==> config.mk <==
export PLATFORM = sky130hd
export DESIGN_NAME = p_wb_ctrl
export DESIGN_NICKNAME = d
export VERILOG_FILES = /design/src/rtl/p_wb_pkg.sv /design/src/rtl/p_wb_fifo.sv /design/src/rtl/p_wb_ctrl.sv
export SDC_FILE = /design/constraint.sdc
export NUM_CORES = 1
export LEC_CHECK = 0
export ABC_CLOCK_PERIOD_IN_PS = 18000
export CAP_MARGIN = 40
export CORE_MARGIN = 10
export CORE_UTILIZATION = 25
export CTS_CLUSTER_SIZE = 24
export DETAILED_ROUTE_END_ITERATION = 10
export PLACE_DENSITY_LB_ADDON = 0.3
export REMOVE_ABC_BUFFERS = 1
export SLEW_MARGIN = 20
export SYNTH_ARGS = -nofsm -noshare
export SYNTH_HDL_FRONTEND = slang
export SYNTH_SLANG_ARGS = --single-unit
==> constraint.sdc <==
create_clock -name clk -period 18 [get_ports clk]
set_input_delay 1.8 -clock clk [delete_from_list [all_inputs] [get_ports clk]]
set_output_delay 1.8 -clock clk [all_outputs]
set_load 0.02 [all_outputs]
==> src/rtl/p_wb_pkg.sv <==
// Shared types for the paired/scalar writeback controller.
// Entry words are stored at WB_MAX_W bits; REG_WIDTH must not exceed it.
package p_wb_pkg;

  localparam int WB_MAX_W = 128;

  typedef enum logic {
    PAIR   = 1'b0,
    SINGLE = 1'b1
  } wb_kind_e;

  typedef struct packed {
    wb_kind_e              kind;
    logic [4:0]            rd;
    logic [WB_MAX_W-1:0]   word1;
    logic [WB_MAX_W-1:0]   word2;
  } wb_entry_t;

  function automatic wb_entry_t wb_none();
    wb_entry_t e;
    e = '0;
    return e;
  endfunction

endpackage

==> src/rtl/p_wb_fifo.sv <==
// Writeback queue: DEPTH entries, power-of-two pointers that wrap.
// Flush clears pointers and occupancy at the next edge.
module p_wb_fifo
  import p_wb_pkg::*;
#(
  parameter int DEPTH = 4,
  localparam int AW = $clog2(DEPTH)
) (
  input  logic       clk,
  input  logic       rst,
  input  logic       i_push,
  input  logic       i_pop,
  input  logic       i_flush,
  input  wb_entry_t  i_entry,
  output wb_entry_t  o_head,
  output logic       o_empty,
  output logic       o_full,
  output logic [AW:0] o_occ
);

  wb_entry_t       r_mem [DEPTH];
  logic [AW-1:0]   r_wr;
  logic [AW-1:0]   r_rd;
  logic [AW:0]     r_occ;

  always_ff @(posedge clk or posedge rst) begin
    if (rst) begin
      r_wr  <= '0;
      r_rd  <= '0;
      r_occ <= '0;
      for (int i = 0; i < DEPTH; i++) begin
        r_mem[i] <= wb_none();
      end
    end else if (i_flush) begin
      r_wr  <= '0;
      r_rd  <= '0;
      r_occ <= '0;
    end else begin
      if (i_push) begin
        r_mem[r_wr] <= i_entry;
        r_wr        <= r_wr + 1'b1;
      end
      if (i_pop) begin
        r_rd <= r_rd + 1'b1;
      end
      case ({i_push, i_pop})
        2'b10:   r_occ <= r_occ + 1'b1;
        2'b01:   r_occ <= r_occ - 1'b1;
        default: r_occ <= r_occ;
      endcase
    end
  end

  assign o_head  = r_mem[r_rd];
  assign o_empty = (r_occ == '0);
  assign o_full  = (r_occ == (AW+1)'(DEPTH));
  assign o_occ   = r_occ;

endmodule

==> src/rtl/p_wb_ctrl.sv <==
// Writeback controller: round-robin vec/fti arbitration into a queue.
// Define P_WB_BYPASS_EN for zero-latency writes when the queue is empty.
module p_wb_ctrl
  import p_wb_pkg::*;
#(
  parameter int REG_WIDTH = 64,
  parameter int DEPTH     = 4,
  localparam int OW = $clog2(DEPTH) + 1
) (
  input  logic                 clk,
  input  logic                 rst_n,
  input  logic                 vec_valid,
  output logic                 vec_ready,
  input  logic [4:0]           vec_rd,
  input  logic [REG_WIDTH-1:0] vec_lo,
  input  logic [REG_WIDTH-1:0] vec_hi,
  input  logic                 fti_valid,
  output logic                 fti_ready,
  input  logic [4:0]           fti_rd,
  input  logic [REG_WIDTH-1:0] fti_data,
  input  logic                 wb_stall,
  input  logic                 flush,
  output logic                 wr_enable,
  output logic                 reg_fti_ctrl,
  output logic [4:0]           rd_address,
  output logic [REG_WIDTH-1:0] dataout_1,
  output logic [REG_WIDTH-1:0] dataout_2,
  output logic                 wb_err,
  output logic [OW-1:0]        occupancy
);

  logic      r_prio_vec;
  logic      r_err;
  logic      w_empty;
  logic      w_full;
  logic      w_can_acc;
  logic      w_vec_acc;
  logic      w_fti_acc;
  logic      w_illegal;
  logic      w_cand;
  logic      w_byp;
  logic      w_push;
  logic      w_deq;
  wb_entry_t w_new;
  wb_entry_t w_head;
  wb_entry_t w_sel;

  // rst_n is active-high despite its name
  assign w_can_acc = ~rst_n & ~flush & ~w_full;
  assign vec_ready = w_can_acc & (~fti_valid | r_prio_vec);
  assign fti_ready = w_can_acc & (~vec_valid | ~r_prio_vec);
  assign w_vec_acc = vec_valid & vec_ready;
  assign w_fti_acc = fti_valid & fti_ready;
  assign w_illegal = w_vec_acc & vec_rd[0];
  assign w_cand    = (w_vec_acc & ~vec_rd[0]) | w_fti_acc;

  always_comb begin
    w_new = wb_none();
    if (w_fti_acc) begin
      w_new.kind  = SINGLE;
      w_new.rd    = fti_rd;
      w_new.word1 = WB_MAX_W'(fti_data);
    end else begin
      w_new.kind  = PAIR;
      w_new.rd    = vec_rd;
      w_new.word1 = WB_MAX_W'(vec_lo);
      w_new.word2 = WB_MAX_W'(vec_hi);
    end
  end

`ifdef P_WB_BYPASS_EN
  assign w_byp = w_empty & ~wb_stall & w_cand;
`else
  assign w_byp = 1'b0;
`endif

  assign w_push = w_cand & ~w_byp;
  assign w_deq  = ~w_empty & ~wb_stall & ~flush;

  p_wb_fifo #(
    .DEPTH (DEPTH)
  ) u_fifo (
    .clk     (clk),
    .rst     (rst_n),
    .i_push  (w_push),
    .i_pop   (w_deq),
    .i_flush (flush),
    .i_entry (w_new),
    .o_head  (w_head),
    .o_empty (w_empty),
    .o_full  (w_full),
    .o_occ   (occupancy)
  );

  always_comb begin
    w_sel = wb_none();
    unique case (1'b1)
      w_deq:   w_sel = w_head;
      w_byp:   w_sel = w_new;
      default: w_sel = wb_none();
    endcase
  end

  assign wr_enable    = w_deq | w_byp;
  assign reg_fti_ctrl = (w_sel.kind == SINGLE);
  assign rd_address   = w_sel.rd;
  assign dataout_1    = REG_WIDTH'(w_sel.word1);
  assign dataout_2    = REG_WIDTH'(w_sel.word2);
  assign wb_err       = r_err;

  always_ff @(posedge clk or posedge rst_n) begin
    if (rst_n) begin
      r_prio_vec <= 1'b1;
      r_err      <= 1'b0;
    end else begin
      r_err <= w_illegal;
      if (w_vec_acc) begin
        r_prio_vec <= 1'b0;
      end else if (w_fti_acc) begin
        r_prio_vec <= 1'b1;
      end
    end
  end

endmodule

==> out/qor.csv, run 1 <==
metric;value;unit
status;completed;
commonest non-fill, non-tap cell in the layout;dfrtp_1;
die area;0.111;mm²
CTS tree;yes;
WP data required;16.20;ns
EDFF count, synth;0;
Starting DRT DRC Count;918;
IO buf count;348;
fin crit period;6.53;ns
die width;333;µm
switch share;31.7;%
Comb pwr share;31.0;%
Worst-path clk slew;0.06;ns
Max Cap Viol;0;
final wirelength;69900;µm
reg2reg setup slack;14.76;ns
wire length on met3;4730;µm
Syn Inst Count;2261;
Starting Density;25.3;%
PD cells;146;mW/mm²
Yosys warnings;0;
TritonRoute pass-1 iters;6;
Setup CP Type;in -> out;
grt total ovfl;0;
wire per inst;18.1;µm
Placeable Area;0.0970;mm²
postcts setup bufs;0;
Via density;4.46;
nets@finish;2763;
CP most frequent cell;clkdlybuf4s50_1;
Crit-path slowest cell;clkdlybuf4s50_1;
DP HPWL;46200;µm
die height;333;µm
worst flop-to-flop path startpoint;u_fifo.o_occ[0]$_DFFE_PP0P_;
final core utilization;32.6;%
Seq/Total Area, Yosys;55.7;%
Unique masters post-synth;40;
Root Driver;clkbuf_16;
Hold Crit Class;reg -> reg;
Hold Startpoint;u_fifo.r_mem[62]$_DFFE_PP0P_;
CTS Buf Count;66;
CP Cell Sequence;clkdlybuf4s50_1 -> or3_1 -> inv_4 -> buf_4 -> and2_1 -> clkdlybuf4s50_1;
gp weighted congestion;0.708;
met1 wire length;32000;µm
Slew headroom;43.9;%
CP delay by family, top;buffers and inverters;
Critical Path Start Type;primary input;
first-pass GRT wire length;111000;µm
largest net degree at the start of global routing;85;
Remaining DRCs;0;
top_reg_cell synth;dfrtp_1;
Final Hold Viols;0;
Fmax achieved;0.153;GHz
part of the power in registers;41.5;%
RSZ-0062 raised after global routing;false;
arrival time worst endpoint;4.73;ns
io pins;349;
ys async rst share;100;%
Post-CTS Hold Fix Bufs;0;
Via Count;17300;
Max Used Layer;met5;
static leakage;13.1;nW
Yosys reg bits;545;
Int Pwr;3.16;mW
# clock sinks;545;
Final Max Tran Viols;0;
post-route ant nets;0;
worst vdd ir;0.0644;mV
cell row count;114;
vias in the first global route;18100;
Switch Pwr;1.47;mW
Slew @ Worst Pin;0.836;ns
Critical R2R Capture;u_fifo.r_mem[522]$_DFFE_PP0P_;
worst hold path depth;2;
Critical Path Max Stage Delay;0.61;ns
fin crit share;36.3;%
clock share of power;27.5;%
R2R cell count;6;
fillers;9955;
critical path capture point type;output port;
Post-CTS Resized;0;
Max Root-Sink Buffers;3;
Post-Syn Area;0.0245;mm²
skew final;0.0103;ns
Syn Area/Cell;10.8;µm²
most frequent cells in the layout;dfrtp_1 (542), clkdlybuf4s50_1 (348), nand2_1 (333);
Total GRT Usage;12.5;%
worst-skew pair later-pin latency;0.60;ns
initial antenna violation count;11;
met2 wire length;31700;µm
CP Buf/Inv Count;4;
crit-path max FO;76;
setup TNS;0;ns
Setup violations, final;0;
fraction of layout cells with a size suffix above 1;11.9;%
Syn-to-layout area delta;29.2;%
H-tree depth;3;
WHS Endpoint;u_fifo.r_mem[62]$_DFFE_PP0P_;
[cells by family after synthesis]
group	count (synthesis)	share of synthesized area [%]
adders and majority gates	5	0.286
buffers and inverters	185	3.35
muxes	206	15.7
xor gates and xnor gates	3	0.107
and+or+nand+nor	765	13.3
DFF	545	55.7
AOI/OAI and AO/OA	552	11.5
[state kept, by name, indices dropped and copies added (netlist names)]
register      flops
wb_err            1
r_prio_vec        1
u_fifo.r_wr       2
u_fifo.r_rd       2
u_fifo.o_occ      3
u_fifo.r_mem    536
[worst max-delay path by stage]
stage	from	endpoint	cells after the start	slack [ns]
after floorplan	rst_n	u_fifo.o_occ[0]$_DFFE_PP0P_	1	0.95
after global placement	flush	dataout_2[28]	6	11.46
after detailed placement	flush	dataout_1[59]	6	11.35
after CTS	flush	dataout_1[59]	6	11.35
after global routing	flush	dataout_1[59]	6	11.19
final	flush	dataout_1[59]	6	11.47
[synth_stat cells (all sizes together), types with 2 or more instances]
master / instances / share of area, %
dfrtp: 544 / 56
nand2: 333 / 5.1
nor2: 280 / 4.3
a21oi: 272 / 5.6
o21ai: 266 / 5.4
and2: 136 / 3.5
mux4: 134 / 12
buf: 92 / 1.9
clkbuf: 87 / 1.3
mux2i: 70 / 3.3
inv: 5 / 0.077
ha: 4 / 0.20
nor3: 4 / 0.082
o2111a: 4 / 0.18
o2111ai: 4 / 0.14
or3: 3 / 0.077
xnor2: 3 / 0.11
a31oi: 2 / 0.051
mux2: 2 / 0.092
nand3: 2 / 0.041
nor2b: 2 / 0.051
o211ai: 2 / 0.082
[routing by layer]
layer / vias up / track usage [%]
met5: - / 0
met4: 22 / 3.14
met3: 107 / 4.02
met2: 389 / 19.7
met1: 8381 / 16.6
li1: 8376 / -
[power by group through the flow]
| stage | logic [mW] | registers, mW | clock network (mW) |
|---|---|---|---|
| 4_1_cts | 1.47 | 1.93 | 1.32 |
| 6_report | 1.44 | 1.92 | 1.27 |
| 3_3_place_gp | 1.42 | 1.95 | 0 |
| 3_5_place_dp | 1.47 | 1.94 | 0 |
| 2_1_floorplan | 0.983 | 1.93 | 0 |
| 5_1_grt | 1.61 | 1.99 | 1.37 |
[worst min-delay path, delay by kind of cell, from the launching register on]
| kind | cells | cell delay (ns) |
|---|---|---|
| flip-flops | 1 | 0.33 |
| AND/OR/NAND/NOR | 1 | 0.04 |
| AO/OA/AOI/OAI | 1 | 0.06 |
[metrics by stage]
step	power, mW	instances	hold slack, ns	cell area, µm²	setup WS [ns]
detailed placement	3.42	3751	0.465	29500	11.35
global placement	3.37	3736	0.456	29100	11.46
CTS	4.72	3862	0.477	31500	11.35
floorplan	2.91	2082	0.445	23700	0.947
global route	4.98	3869	0.496	31600	11.19
finish	4.64	3871	0.473	31600	11.47
[layout make-up]
class                      instances  area (µm²)  share of cell area [%]
sequential                       545       13600                    43.1
tap                             1276        1600                    5.04
multi-input combinational       1531       10200                    32.1
inverter                           6        32.5                   0.103
clock inverter                    16         155                   0.490
antenna                            2        5.00                  0.0158
timing repair buffer             400        4190                    13.2
clock buffer                      95        1870                    5.91
(Power assumes the default switching activity.)
==> run 2, diff against run 1 <==
--- a/config.mk
+++ b/config.mk
@@ -5,7 +5,7 @@
 export SDC_FILE = /design/constraint.sdc
 export NUM_CORES = 1
 export LEC_CHECK = 0
-export ABC_CLOCK_PERIOD_IN_PS = 18000
+export ABC_CLOCK_PERIOD_IN_PS = 6100
 export CAP_MARGIN = 40
 export CORE_MARGIN = 10
 export CORE_UTILIZATION = 25
==> constraint.sdc (replaced) <==
create_clock -name clk -period 6.1 [get_ports clk]
set_input_delay 0.61 -clock clk [delete_from_list [all_inputs] [get_ports clk]]
set_output_delay 0.61 -clock clk [all_outputs]
set_load 0.02 [all_outputs]
==> run 2 against run 1 <==
  * Combinational power grew to 2.9 times the previous value
  * Via count grew 0.36%
  * Sequential share of layout area grew 0.092 points
  * Critical path depth down 2
==> out/qor.csv, run 2 (synthesis gave the netlist of run 1 again) <==
metric;value;unit
status;completed;
Post-CTS Resized;0;
fraction of layout cells with a size suffix above 1;11.8;%
Design Power;13.8;mW
Critical R2R Capture;u_fifo.o_occ[2]$_DFFE_PP0P_;
WP data required;5.49;ns
CTS tree;yes;
Crit-path slowest cell;dfrtp_4;
post-route ant nets;0;
cell row count;114;
CP Cell Sequence;buf_4 -> mux4_2 -> and2_1 -> clkdlybuf4s50_1;
gp weighted congestion;0.724;
die width;333;µm
clock share of power;28.8;%
Switch Pwr;4.37;mW
arrival time worst endpoint;3.53;ns
CTS Buf Count;67;
die area;0.111;mm²
Remaining DRCs;0;
pre-CTS setup slack;2.05;ns
grt total ovfl;0;
worst flop-to-flop path startpoint;u_fifo.o_occ[0]$_DFFE_PP0P_;
Via Count;17300;
worst vdd ir;0.196;mV
part of the power in registers;41.2;%
R2R cell count;9;
commonest non-fill, non-tap cell in the layout;dfrtp_1;
Final Hold Viols;0;
Max Root-Sink Buffers;3;
vias in the first global route;18300;
Worst-path clk slew;0.06;ns
postcts setup bufs;0;
Critical Path Start Type;flip-flop;
Antenna Diode Count;0;
skew final;0.0123;ns
Placeable Area;0.0970;mm²
worst-skew pair later-pin latency;0.61;ns
Total GRT Usage;12.8;%
first-pass GRT wire length;112000;µm
wire per inst;18.4;µm
Reg with most FFs;u_fifo.r_mem;
Post-CTS Hold Fix Bufs;0;
Comb pwr share;30.0;%
RSZ-0062 raised after global routing;false;
Via density;4.49;
worst hold path depth;2;
io pins;349;
setup slack after layout;1.96;ns
nets@finish;2750;
max reg flops;536;
Slew @ Worst Pin;0.960;ns
critical path capture point type;output port;
crit-path max FO;35;
# clock sinks;545;
TritonRoute pass-1 iters;5;
Starting Density;25.3;%
DP HPWL;46000;µm
PD cells;438;mW/mm²
Hold Crit Class;reg -> reg;
static leakage;13.1;nW
fin crit share;67.9;%
Critical Path Max Stage Delay;0.81;ns
H-tree depth;3;
Hold Startpoint;u_fifo.r_mem[815]$_DFFE_PP0P_;
reg2reg setup slack;2.90;ns
Setup violations, final;0;
Int Pwr;9.47;mW
Root Driver;clkbuf_16;
WHS Endpoint;u_fifo.r_mem[815]$_DFFE_PP0P_;
switch share;31.6;%
most frequent cells in the layout;dfrtp_1 (542), clkdlybuf4s50_1 (348), nand2_1 (333);
fin crit period;4.14;ns
Fmax achieved;0.241;GHz
die height;333;µm
Final Max Tran Viols;0;
final wirelength;71100;µm
Starting DRT DRC Count;983;
Max Cap Viol;0;
initial antenna violation count;8;
largest net degree at the start of global routing;164;
setup TNS;0;ns
Syn-to-layout area delta;28.9;%
IO buf count;348;
Setup CP Type;reg -> out;
Slew headroom;36.0;%
-- run 2: worst max-delay path by stage --
stage | start | endpoint | slack, ns | cells after the start
floorplan | rst_n | u_fifo.o_occ[0]$_DFFE_PP0P_ | -9.76 | 1
global placement | flush | u_fifo.r_mem[941]$_DFFE_PP0P_ | 2.08 | 6
detailed placement | flush | dataout_2[0] | 2.05 | 6
CTS | u_fifo.r_rd[1]$_DFFE_PP0P_ | dataout_2[56] | 1.78 | 4
global route | u_fifo.r_rd[1]$_DFFE_PP0P_ | dataout_2[56] | 1.71 | 4
finish | u_fifo.r_rd[1]$_DFFE_PP0P_ | dataout_2[55] | 1.96 | 4
-- run 2: per-stage QoR --
step	instance area, µm²	hold slack, ns	utilization [%]	cells
floorplan	23700	0.445	-	2082
global placement	29300	0.457	30.2	3738
detailed placement	29400	0.465	30.3	3743
CTS	31600	0.471	32.5	3860
global route	31600	0.490	32.6	3861
finish	31600	0.472	32.6	3861
-- run 2: power by group through the flow --
stage | registers [mW] | logic [mW] | clock network, mW
4_1_cts | 5.71 | 4.26 | 4.15
3_5_place_dp | 5.76 | 4.26 | 0
2_1_floorplan | 5.70 | 2.90 | 0
6_report | 5.70 | 4.16 | 3.99
3_3_place_gp | 5.77 | 4.16 | 0
5_1_grt | 5.88 | 4.67 | 4.31
-- run 2: final cells by class --
type                    count  area [µm²]
multi-input cells        1531       10200
flip-flops and latches    545       13600
clock inverters            24         274
clock buffers              93        1920
fillers                  9986       65400
inverters                   6        32.5
well taps                1276        1600
repair buffers            386        3960
-- run 2: critical path: cells and delay by family (launching register included) --
family                 cells  cell delay, ns
buffers and inverters      2            1.17
AND/OR/NAND/NOR            1            0.19
multiplexers               1            0.64
flip-flops                 1            0.81
-- run 2: routing by layer --
metal	up-vias	global-route usage [%]	routed length, µm
met4	16	2.88	1300
met1	8502	17.1	33100
met2	387	19.9	31900
li1	8336	-	-
met3	97	4.05	4660
met5	-	0	120
